===== config.mk =====
export PLATFORM = sky130hd
export DESIGN_NAME = stopwatch_ctrl_flat
export DESIGN_NICKNAME = d
export VERILOG_FILES = /design/src/rtl/stopwatch_ctrl_if.sv /design/src/rtl/stopwatch_ctrl.sv /design/src/flat_wrapper.sv
export SDC_FILE = /design/constraint.sdc
export NUM_CORES = 1
export LEC_CHECK = 0
export BUFFER_PORTS_ARGS = -buffer_cell sky130_fd_sc_hd__buf_2
export CORE_MARGIN = 2
export CORE_UTILIZATION = 41
export DETAILED_ROUTE_END_ITERATION = 8
export SYNTH_ARGS = -nofsm -noshare
export SYNTH_HDL_FRONTEND = slang
export SYNTH_SLANG_ARGS = --single-unit

===== constraint.sdc =====
create_clock -name clk -period 5 [get_ports clk]
set_input_delay 0.25 -clock clk [delete_from_list [all_inputs] [get_ports clk]]
set_output_delay 0.25 -clock clk [all_outputs]
set_load 0.02 [all_outputs]

===== src/rtl/stopwatch_ctrl_if.sv =====
// Control/status bundle between the stopwatch run-control FSM and its neighbours.
// Button/switch levels flow into the controller; pulses and status flow out.
interface stopwatch_ctrl_if;
    logic       pause_btn;
    logic       reset_btn;
    logic       adj_sw;
    logic       sel_sw;
    logic       cnt_tick;
    logic       clr;
    logic       adj_min;
    logic       adj_sec;
    logic       blink;
    logic       running;
    logic [1:0] state_o;

    modport master (
        output pause_btn, reset_btn, adj_sw, sel_sw,
        input  cnt_tick, clr, adj_min, adj_sec, blink, running, state_o
    );

    modport slave (
        input  pause_btn, reset_btn, adj_sw, sel_sw,
        output cnt_tick, clr, adj_min, adj_sec, blink, running, state_o
    );
endinterface


===== src/rtl/stopwatch_ctrl.sv =====
// Stopwatch run-control FSM: button edge detection, state sequencing, and the
// tick / adjust / blink prescalers. Every output comes straight from a register.
module stopwatch_ctrl #(
    parameter int TICK_DIV  = 100_000_000,
    parameter int ADJ_DIV   = 50_000_000,
    parameter int BLINK_DIV = 25_000_000
) (
    input  logic             clk,
    input  logic             rst,
    stopwatch_ctrl_if.slave  sw
);
    typedef enum logic [1:0] {
        IDLE   = 2'b00,
        RUN    = 2'b01,
        PAUSED = 2'b10,
        ADJUST = 2'b11
    } state_t;

    localparam int TW = $clog2(TICK_DIV);
    localparam int AW = $clog2(ADJ_DIV);
    localparam int BW = $clog2(BLINK_DIV);
    localparam logic [TW-1:0] TMAX = TW'(TICK_DIV - 1);
    localparam logic [AW-1:0] AMAX = AW'(ADJ_DIV - 1);
    localparam logic [BW-1:0] BMAX = BW'(BLINK_DIV - 1);

    state_t          state_reg, state_next;
    logic [TW-1:0]   tcnt_reg, tcnt_next;
    logic [AW-1:0]   acnt_reg, acnt_next;
    logic [BW-1:0]   bcnt_reg, bcnt_next;
    logic            pause_q_reg, reset_q_reg;
    logic            tick_reg, tick_next;
    logic            clr_reg, clr_next;
    logic            adj_min_reg, adj_min_next;
    logic            adj_sec_reg, adj_sec_next;
    logic            blink_reg, blink_next;
    logic            running_reg, running_next;
    logic            rise_pause, rise_reset, stay_adj;

    assign rise_pause = sw.pause_btn & ~pause_q_reg;
    assign rise_reset = sw.reset_btn & ~reset_q_reg;

    always_comb begin
        state_next   = state_reg;
        tcnt_next    = tcnt_reg;
        acnt_next    = '0;
        bcnt_next    = '0;
        tick_next    = 1'b0;
        clr_next     = rise_reset;
        adj_min_next = 1'b0;
        adj_sec_next = 1'b0;
        blink_next   = 1'b0;

        if (rise_reset) begin
            state_next = IDLE;
        end else if (sw.adj_sw && state_reg != ADJUST) begin
            state_next = ADJUST;
        end else if (!sw.adj_sw && state_reg == ADJUST) begin
            state_next = PAUSED;
        end else if (rise_pause) begin
            case (state_reg)
                IDLE:    state_next = RUN;
                RUN:     state_next = PAUSED;
                PAUSED:  state_next = RUN;
                default: state_next = state_reg;
            endcase
        end
        running_next = (state_next == RUN);

        // tcnt keeps its phase outside RUN so a pause does not lose sub-second time
        if (rise_reset) begin
            tcnt_next = '0;
        end else if (state_reg == RUN) begin
            if (tcnt_reg == TMAX) begin
                tcnt_next = '0;
                tick_next = 1'b1;
            end else begin
                tcnt_next = tcnt_reg + 1'b1;
            end
        end

        if (state_reg == ADJUST && acnt_reg == AMAX && !rise_reset) begin
            adj_sec_next = sw.sel_sw;
            adj_min_next = ~sw.sel_sw;
        end

        // Adjust and blink prescalers restart from zero on every ADJUST entry
        stay_adj = (state_reg == ADJUST) && (state_next == ADJUST);
        if (stay_adj) begin
            acnt_next  = (acnt_reg == AMAX) ? '0 : acnt_reg + 1'b1;
            bcnt_next  = (bcnt_reg == BMAX) ? '0 : bcnt_reg + 1'b1;
            blink_next = (bcnt_reg == BMAX) ? ~blink_reg : blink_reg;
        end
    end

    always_ff @(posedge clk) begin
        if (rst) begin
            state_reg   <= IDLE;
            tcnt_reg    <= '0;
            acnt_reg    <= '0;
            bcnt_reg    <= '0;
            pause_q_reg <= 1'b1;
            reset_q_reg <= 1'b1;
            tick_reg    <= 1'b0;
            clr_reg     <= 1'b0;
            adj_min_reg <= 1'b0;
            adj_sec_reg <= 1'b0;
            blink_reg   <= 1'b0;
            running_reg <= 1'b0;
        end else begin
            state_reg   <= state_next;
            tcnt_reg    <= tcnt_next;
            acnt_reg    <= acnt_next;
            bcnt_reg    <= bcnt_next;
            pause_q_reg <= sw.pause_btn;
            reset_q_reg <= sw.reset_btn;
            tick_reg    <= tick_next;
            clr_reg     <= clr_next;
            adj_min_reg <= adj_min_next;
            adj_sec_reg <= adj_sec_next;
            blink_reg   <= blink_next;
            running_reg <= running_next;
        end
    end

    assign sw.cnt_tick = tick_reg;
    assign sw.clr      = clr_reg;
    assign sw.adj_min  = adj_min_reg;
    assign sw.adj_sec  = adj_sec_reg;
    assign sw.blink    = blink_reg;
    assign sw.running  = running_reg;
    assign sw.state_o  = state_reg;
endmodule


===== src/flat_wrapper.sv =====
// flat-port wrapper written by rule: the top's interface ports become plain ports
module stopwatch_ctrl_flat 
#(
    parameter int TICK_DIV  = 100_000_000,
    parameter int ADJ_DIV   = 50_000_000,
    parameter int BLINK_DIV = 25_000_000
)
  (clk, rst, sw_pause_btn, sw_reset_btn, sw_adj_sw, sw_sel_sw, sw_cnt_tick, sw_clr, sw_adj_min, sw_adj_sec, sw_blink, sw_running, sw_state_o);
  stopwatch_ctrl_if sw_i ();
  input  logic clk;
  input  logic rst;
  input wire logic [$bits(sw_i.pause_btn)-1:0] sw_pause_btn;
  input wire logic [$bits(sw_i.reset_btn)-1:0] sw_reset_btn;
  input wire logic [$bits(sw_i.adj_sw)-1:0] sw_adj_sw;
  input wire logic [$bits(sw_i.sel_sw)-1:0] sw_sel_sw;
  output wire logic [$bits(sw_i.cnt_tick)-1:0] sw_cnt_tick;
  output wire logic [$bits(sw_i.clr)-1:0] sw_clr;
  output wire logic [$bits(sw_i.adj_min)-1:0] sw_adj_min;
  output wire logic [$bits(sw_i.adj_sec)-1:0] sw_adj_sec;
  output wire logic [$bits(sw_i.blink)-1:0] sw_blink;
  output wire logic [$bits(sw_i.running)-1:0] sw_running;
  output wire logic [$bits(sw_i.state_o)-1:0] sw_state_o;
  assign sw_i.pause_btn = sw_pause_btn;
  assign sw_i.reset_btn = sw_reset_btn;
  assign sw_i.adj_sw = sw_adj_sw;
  assign sw_i.sel_sw = sw_sel_sw;
  assign sw_cnt_tick = sw_i.cnt_tick;
  assign sw_clr = sw_i.clr;
  assign sw_adj_min = sw_i.adj_min;
  assign sw_adj_sec = sw_i.adj_sec;
  assign sw_blink = sw_i.blink;
  assign sw_running = sw_i.running;
  assign sw_state_o = sw_i.state_o;
  stopwatch_ctrl #(.TICK_DIV(TICK_DIV), .ADJ_DIV(ADJ_DIV), .BLINK_DIV(BLINK_DIV)) u_core (.clk(clk), .rst(rst), .sw(sw_i));
endmodule

==> results of run 1 <==
[critical path, cell delays in order (launching register included)]
cell	delay, ns
dfxtp_1	0.40
ha_1	0.25
nand4_1	0.21
nor4_1	0.96
nand4_1	0.21
xor2_1	0.19
nor2_1	0.05
[cell families (layout without fill, tap and decap cells)]
group | Yosys count | after routing | synth area share
adder cells (fa/ha/maj) | 3 | 3 | 0.00982
AO/OA/AOI/OAI | 8 | 8 | 0.0108
flip-flops | 88 | 88 | 0.461
AND/OR/NAND/NOR | 244 | 244 | 0.323
XOR/XNOR | 72 | 72 | 0.165
buffers and inverters | 20 | 38 | 0.0308
[worst max-delay path by stage]
| stage | start | to | slack (ns) | depth (start not counted) |
|---|---|---|---|---|
| after global routing | u_core.sw.state_o[0] | u_core.tcnt_reg[20] | 2.39 | 5 |
| after global placement | u_core.sw.state_o[1] | u_core.tcnt_reg[22] | 2.63 | 5 |
| after CTS | u_core.sw.state_o[1] | u_core.tcnt_reg[12] | 2.62 | 5 |
| after detailed placement | u_core.bcnt_reg[20] | u_core.bcnt_reg[9] | 2.64 | 5 |
| after floorplan | u_core.tcnt_reg[0] | u_core.tcnt_reg[7] | 3.07 | 7 |
| final | u_core.bcnt_reg[0] | u_core.bcnt_reg[24] | 2.61 | 6 |
[final cells by class]
| type | instances | area [um^2] |
|---|---|---|
| flip-flops and latches | 88 | 1760 |
| clock inverters | 7 | 96.3 |
| well taps | 111 | 139 |
| inverters | 8 | 30.0 |
| repair buffers | 14 | 72.6 |
| clock buffers | 9 | 124 |
| fillers | 906 | 4980 |
| multi-input cells | 327 | 1940 |
[Yosys cell counts, types with 7 or more instances]
cell and instances:
and3_1 9, and4_1 10, dfxtp_1 88, inv_1 8, nand2_1 27, nand3_1 33, nand4_1 25, nor2_1 96
nor3_1 10, nor4_1 7, xnor2_1 28, xor2_1 44
[stage by stage]
| stage | worst slack, ns | util |
|---|---|---|
| floorplan | 3.07 | - |
| global placement | 2.63 | 0.431 |
| detailed placement | 2.64 | 0.431 |
| CTS | 2.62 | 0.455 |
| global route | 2.39 | 0.455 |
| finish | 2.61 | 0.455 |
[power breakdown]
| group | switching (mW) | internal (mW) | total [mW] | leakage (nW) |
|---|---|---|---|---|
| Combinational | 0.0173 | 0.00800 | 0.0253 | 0.516 |
| Sequential | 0.00357 | 0.704 | 0.707 | 0.710 |
| Clock | 0.255 | 0.282 | 0.537 | 0.113 |
[metal layers]
metal,vias up,routed length [um]
li1,1498,-
met1,1355,3680
met2,31,3130
met3,10,157
met4,0,112
met5,-,0
[placed cells by master (no fill, tap or decap), drive strengths merged]
master	instances
a21oi	4
ha	3
and2	1
and4	10
a31oi	1
or4b	1
buf	14
nand4	25
or4	3
nor3b	1
nor4bb	2
or2	5
nor4	9
xor2	44
clkinv	5
nor2	96
nand2	27
clkbuf	9
nand2b	4
nand3	33
bufinv	2
nor4b	4
xnor2	28
dfxtp	88
o21ai	3
nor3	10
nand4b	1
nor2b	3
and3	9
inv	8
==> impl_results.md, run 1 <==
* Status: finished clean
* Max VDD drop at about 130 uV
* Worst-Skew Late Latency at roughly 0.35 ns
* Post-CTS setup buffers at 0
* Post-CTS sizing at 0
* Port Buf Inserts at 13
* Core area at approximately 0.0092 mm^2
* Vias/cell at 5.13
* Die H at 101 um
* Post-synth EDFFs at 0
* GRT Util Overall at 0.153
* DRT antenna net count at 0
* Hold worst-path end: u_core.sw.adj_min
* Global-route wire length before repair at about 13 mm
* Placed instance area at just under 0.004 mm^2
* CTS H-tree depth at 3
* Vias at slightly below 3000
* CP max FO at 5
* R2r endpoint: u_core.bcnt_reg[24]
* Die W at 101 um
* Flop2flop setup slack at 2.61 ns
* Die area at just over 0.01 mm^2
* Worst Hold Path Cells at 2
* Type of the worst setup path: reg2reg
* RSZ-0062 raised after global routing: no
* FP Rows at 35
* Total negative slack at 0 ns
* Min-delay src: sw_sel_sw
* Deepest clock path buffer count at 2
* WP data arrival at 2.61 ns
* Hold WS at between 0.06 and 0.07 ns
* Slew @ Worst Pin at between 1 and 1.5 ns
* Final nets at 457
* Critical Path RT at 5.22 ns
* Critical path launch point type: flip-flop
* Mapped Area at around 0.0038 mm^2
* Largest register FFs at 27
* Initial drt markers at between 100 and 150
* Post-Route WL at between 7 and 8 mm
* Root Buffer: clkbuf_8
* TritonRoute pass-1 iters at 4
* R2R depth at 6
* P per Cell Area at 305 mW/mm^2
* Hold WC Path Type: in2reg
* CTS Buf Count at 9
* Post-synth ARST share at 0
* Max transition margin at 0.218
* Final Hold Vio Count at 0
* Gp weighted congestion at 0.775
* Min Clock Period, post-route at between 2 and 2.5 ns
* GRT overflow at 0
* Max Cap Viol at 0
* Top-area cell type share of the netlist area at 0.461
* Synth Register Bits at 88
* Met2 GRT Util at 0.237
* Synth area leaders: dfxtp_1 46%, xor2_1 10%, nor2_1 9.4%
* Design Area, Final at roughly 0.0042 mm^2
* Vias in the first global route at about 2800
* Grt peak-use layer: met2
* Final Power at about 1.3 mW
* P_leak at 1.34 nW
* N_diodes at 0
* Inst Count DP at around 550
* Setup crit end kind: flip-flop
* Layout cells sized above 1 at 0.0795
* Hpwl dp at 4.87 mm
* DRC at 0
* Syn_area_per_cell at between 8 and 9 um^2
* Ys Warns at 0
* M1 GR Usage at 0.208
* Non-Filler Instances at 564
* Hold buffers post-CTS at 0
* Post-Route Skew at roughly 0.012 ns
* Final Setup Violations at 0
* Worst-path clk slew at roughly 0.090 ns
* # IOs at 14
* Seq/Total Area, Yosys at 0.461
* Starting Density at 0.418
* Final period util at 0.477
* Syn_nets at 444
* Drt wl/cell at about 13 um
* Slew Limit Fails at 0
* Area growth from synthesis to layout at 9.00%
* Fmax at about 420 MHz
* Synth unique cells at 35
* Num Clock Sinks at a little under 90
* CTS tree: yes
* Synth area leader: dfxtp_1
* Met3 Usage GRT at 0.0284
* Largest net degree at the start of global routing at 27
* FF-to-FF Start: u_core.bcnt_reg[0]
* Main flop type after synthesis: dfxtp_1
* Antenna violations before repair at 0
* Post-synthesis cell count at approximately 440
(Power assumes the default switching activity.)
==> inputs of run 2 (changes only) <==
clock period = 2.5 ns   (was 5 ns; I/O delays follow)
==> run 2 against run 1 <==
Non-clock buffer count rose by 12; die area did not move; cell count rose by 2.1%; hold slack got worse by 0.025 ns; utilization rose by 1.2 points; largest cell class unchanged; sequential power rose by 99%; fmax rose by 10%.
==> impl_results.md, run 2 (synthesized netlist as in run 1, its figures left out) <==
* Hpwl dp at 4.91 mm (was 4.87 mm)
* Critical Path RT at 2.74 ns (was 5.22 ns)
* N_diodes at 0 (unchanged)
* Final Power at 2.58 mW (was 1.27 mW)
* # IOs at 14 (unchanged)
* Die W at 101 um (unchanged)
* Layout cells sized above 1 at 0.0925 (was 0.0795)
* Vias at 2948 (was 2894)
* CP max FO at 20 (was 5)
* FF-to-FF Start: u_core.tcnt_reg[0] (was u_core.bcnt_reg[0])
* Root Buffer: clkbuf_8 (unchanged)
* Initial drt markers at 126 (was 112)
* Worst-path clk slew at 0.09 ns (about the same)
* Port Buf Inserts at 13 (unchanged)
* RSZ-0062 raised after global routing: no (unchanged)
* Max VDD drop at 344 uV (was 128 uV)
* Min-delay src: sw_adj_sw (was sw_sel_sw)
* Placed instance area at 0.00401 mm^2 (was 0.00395 mm^2)
* P_leak at 1.39 nW (was 1.34 nW)
* Post-CTS sizing at 0 (unchanged)
* CTS H-tree depth at 3 (unchanged)
* Type of the worst setup path: reg2reg (unchanged)
* TritonRoute pass-1 iters at 4 (unchanged)
* FP Rows at 35 (unchanged)
* Min Clock Period, post-route at 2.16 ns (was 2.39 ns)
* Gp weighted congestion at 0.846 (was 0.775)
* GRT Util Overall at 0.149 (was 0.153)
* DRT antenna net count at 0 (unchanged)
* Slew @ Worst Pin at 0.585 ns (was 1.16 ns)
* Crit path cell chain: ha_1 > nor4bb_1 > nand3_1 > or4_4 > o21ai_1 > buf_4 > nor2_1 (was ha_1 > nand4_1 > nor4_1 > nand4_1 > xor2_1 > nor2_1)
* Antenna violations before repair at 0 (unchanged)
* Starting Density at 0.418 (unchanged)
* P per Cell Area at 603 mW/mm^2 (was 305 mW/mm^2)
* Max Cap Viol at 0 (unchanged)
* Most frequent cells in the layout: 96 x nor2_1, 88 x dfxtp_1, 44 x xor2_1, 33 x nand3_1, 28 x xnor2_1 (unchanged)
* CTS Buf Count at 9 (unchanged)
* Worst-Skew Late Latency at 0.35 ns (about the same)
* Die H at 101 um (unchanged)
* Slowest cell on crit path: or4_4 (was nor4_1)
* Fmax at 462 MHz (was 419 MHz)
* DRC at 0 (unchanged)
* Flop2flop setup slack at 0.34 ns (was 2.61 ns)
* Most common cell after layout, fill and taps aside: nor2_1 (unchanged)
* Final Hold Vio Count at 0 (unchanged)
* Slowest Stage Delay on Critical Path at 0.58 ns (was 0.96 ns)
* WP data arrival at 2.41 ns (was 2.61 ns)
* Global-route wire length before repair at 12.3 mm (was 12.5 mm)
* Final period util at 0.865 (was 0.477)
* Fill count at 895 (was 906)
* Worst Setup SP: u_core.tcnt_reg[0] (was u_core.bcnt_reg[0])
* Design Area, Final at 0.00428 mm^2 (was 0.00417 mm^2)
* Largest net degree at the start of global routing at 25 (was 27)
* Final nets at 469 (was 457)
* Slew Limit Fails at 0 (unchanged)
* Num Clock Sinks at 88 (unchanged)
* Core area at 0.00915 mm^2 (unchanged)
* DP Worst Slack at 0.344 ns (was 2.64 ns)
* Setup crit end kind: flip-flop (unchanged)
* Status: finished clean (unchanged)
* Deepest clock path buffer count at 2 (unchanged)
* Largest register FFs at 27 (unchanged)
* Total negative slack at 0 ns (unchanged)
* Post-Route Skew at 0.00733 ns (was 0.0121 ns)
* Hold WC Path Type: in2reg (unchanged)
* Vias in the first global route at 2812 (was 2754)
* Final Worst Setup Slack at 0.338 ns (was 2.61 ns)
* CTS tree: yes (unchanged)
* Post-Route WL at 7.01 mm (was 7.08 mm)
* Final Setup Violations at 0 (unchanged)
* Max transition margin at 0.606 (was 0.218)
* Drt wl/cell at 12.2 um (was 12.5 um)
* Die area at 0.0101 mm^2 (unchanged)
* GRT overflow at 0 (unchanged)
* Critical path launch point type: flip-flop (unchanged)
* Vias/cell at 5.12 (was 5.13)
* Area growth from synthesis to layout at 11.8% (was 9.00%)
-- run 2: cell count changes in the layout (fill, tap and decap cells not counted), sizes merged --
cell and change:
clkinv -5, dlygate4sd3 +4, clkbuf +2, buf +8, inv +2, clkinvlp +1
-- run 2: cell type report --
cell class                      instances  area (um^2)  share of cell area
Clock inverter                          5         87.6              0.0205
Timing Repair Buffer                   26          173              0.0404
Clock buffer                           11          141              0.0331
Sequential cell                        88         1760               0.412
Multi-Input combinational cell        327         1940               0.455
Tap cell                              111          139              0.0325
Inverter                                8         30.0             0.00702
-- run 2: worst paths after layout --
kind                           to  cells after the start
min reg2reg    u_core.acnt_reg[0]                      1
max           u_core.tcnt_reg[23]                      7
min          u_core.sw.state_o[0]                      3
max reg2reg   u_core.tcnt_reg[23]                      7
-- run 2: per-layer routing --
layer / GRT usage / vias to the layer above / share of wire
met5: 0 / - / 0
met4: 0.0411 / 0 / 0.0080
met3: 0.0416 / 4 / 0.029
met2: 0.252 / 41 / 0.47
met1: 0.188 / 1375 / 0.50
li1: - / 1528 / -
-- run 2: power by group --
| group | total [mW] | internal, mW | switching [mW] |
|---|---|---|---|
| registers | 1.41 | 1.41 | 0.00696 |
| logic | 0.0563 | 0.0210 | 0.0353 |
| clock network | 1.11 | 0.601 | 0.508 |
| total | 2.58 | 2.03 | 0.550 |
-- run 2: worst max-delay path, delay by kind of cell, from the launching register on --
| kind | cells | cell delay, ns |
|---|---|---|
| adder cells (fa/ha/maj) | 1 | 0.21 |
| AND/OR/NAND/NOR | 4 | 1.04 |
| AO/OA/AOI/OAI | 1 | 0.14 |
| flip-flops | 1 | 0.40 |
| buffers and inverters | 1 | 0.25 |
-- run 2: metrics by stage --
step                instances  utilization  hold slack, ns
floorplan                 435            -           0.197
global placement          556        0.438           0.300
detailed placement        556        0.438           0.304
CTS                       576        0.467          0.0329
global route              576        0.467          0.0471
finish                    576        0.467          0.0385
-- run 2: what timing repair did --
action	4_1_cts	5_1_grt
hold buffers	4	0
setup buffers	0	0
hold endpoints to repair	5	0
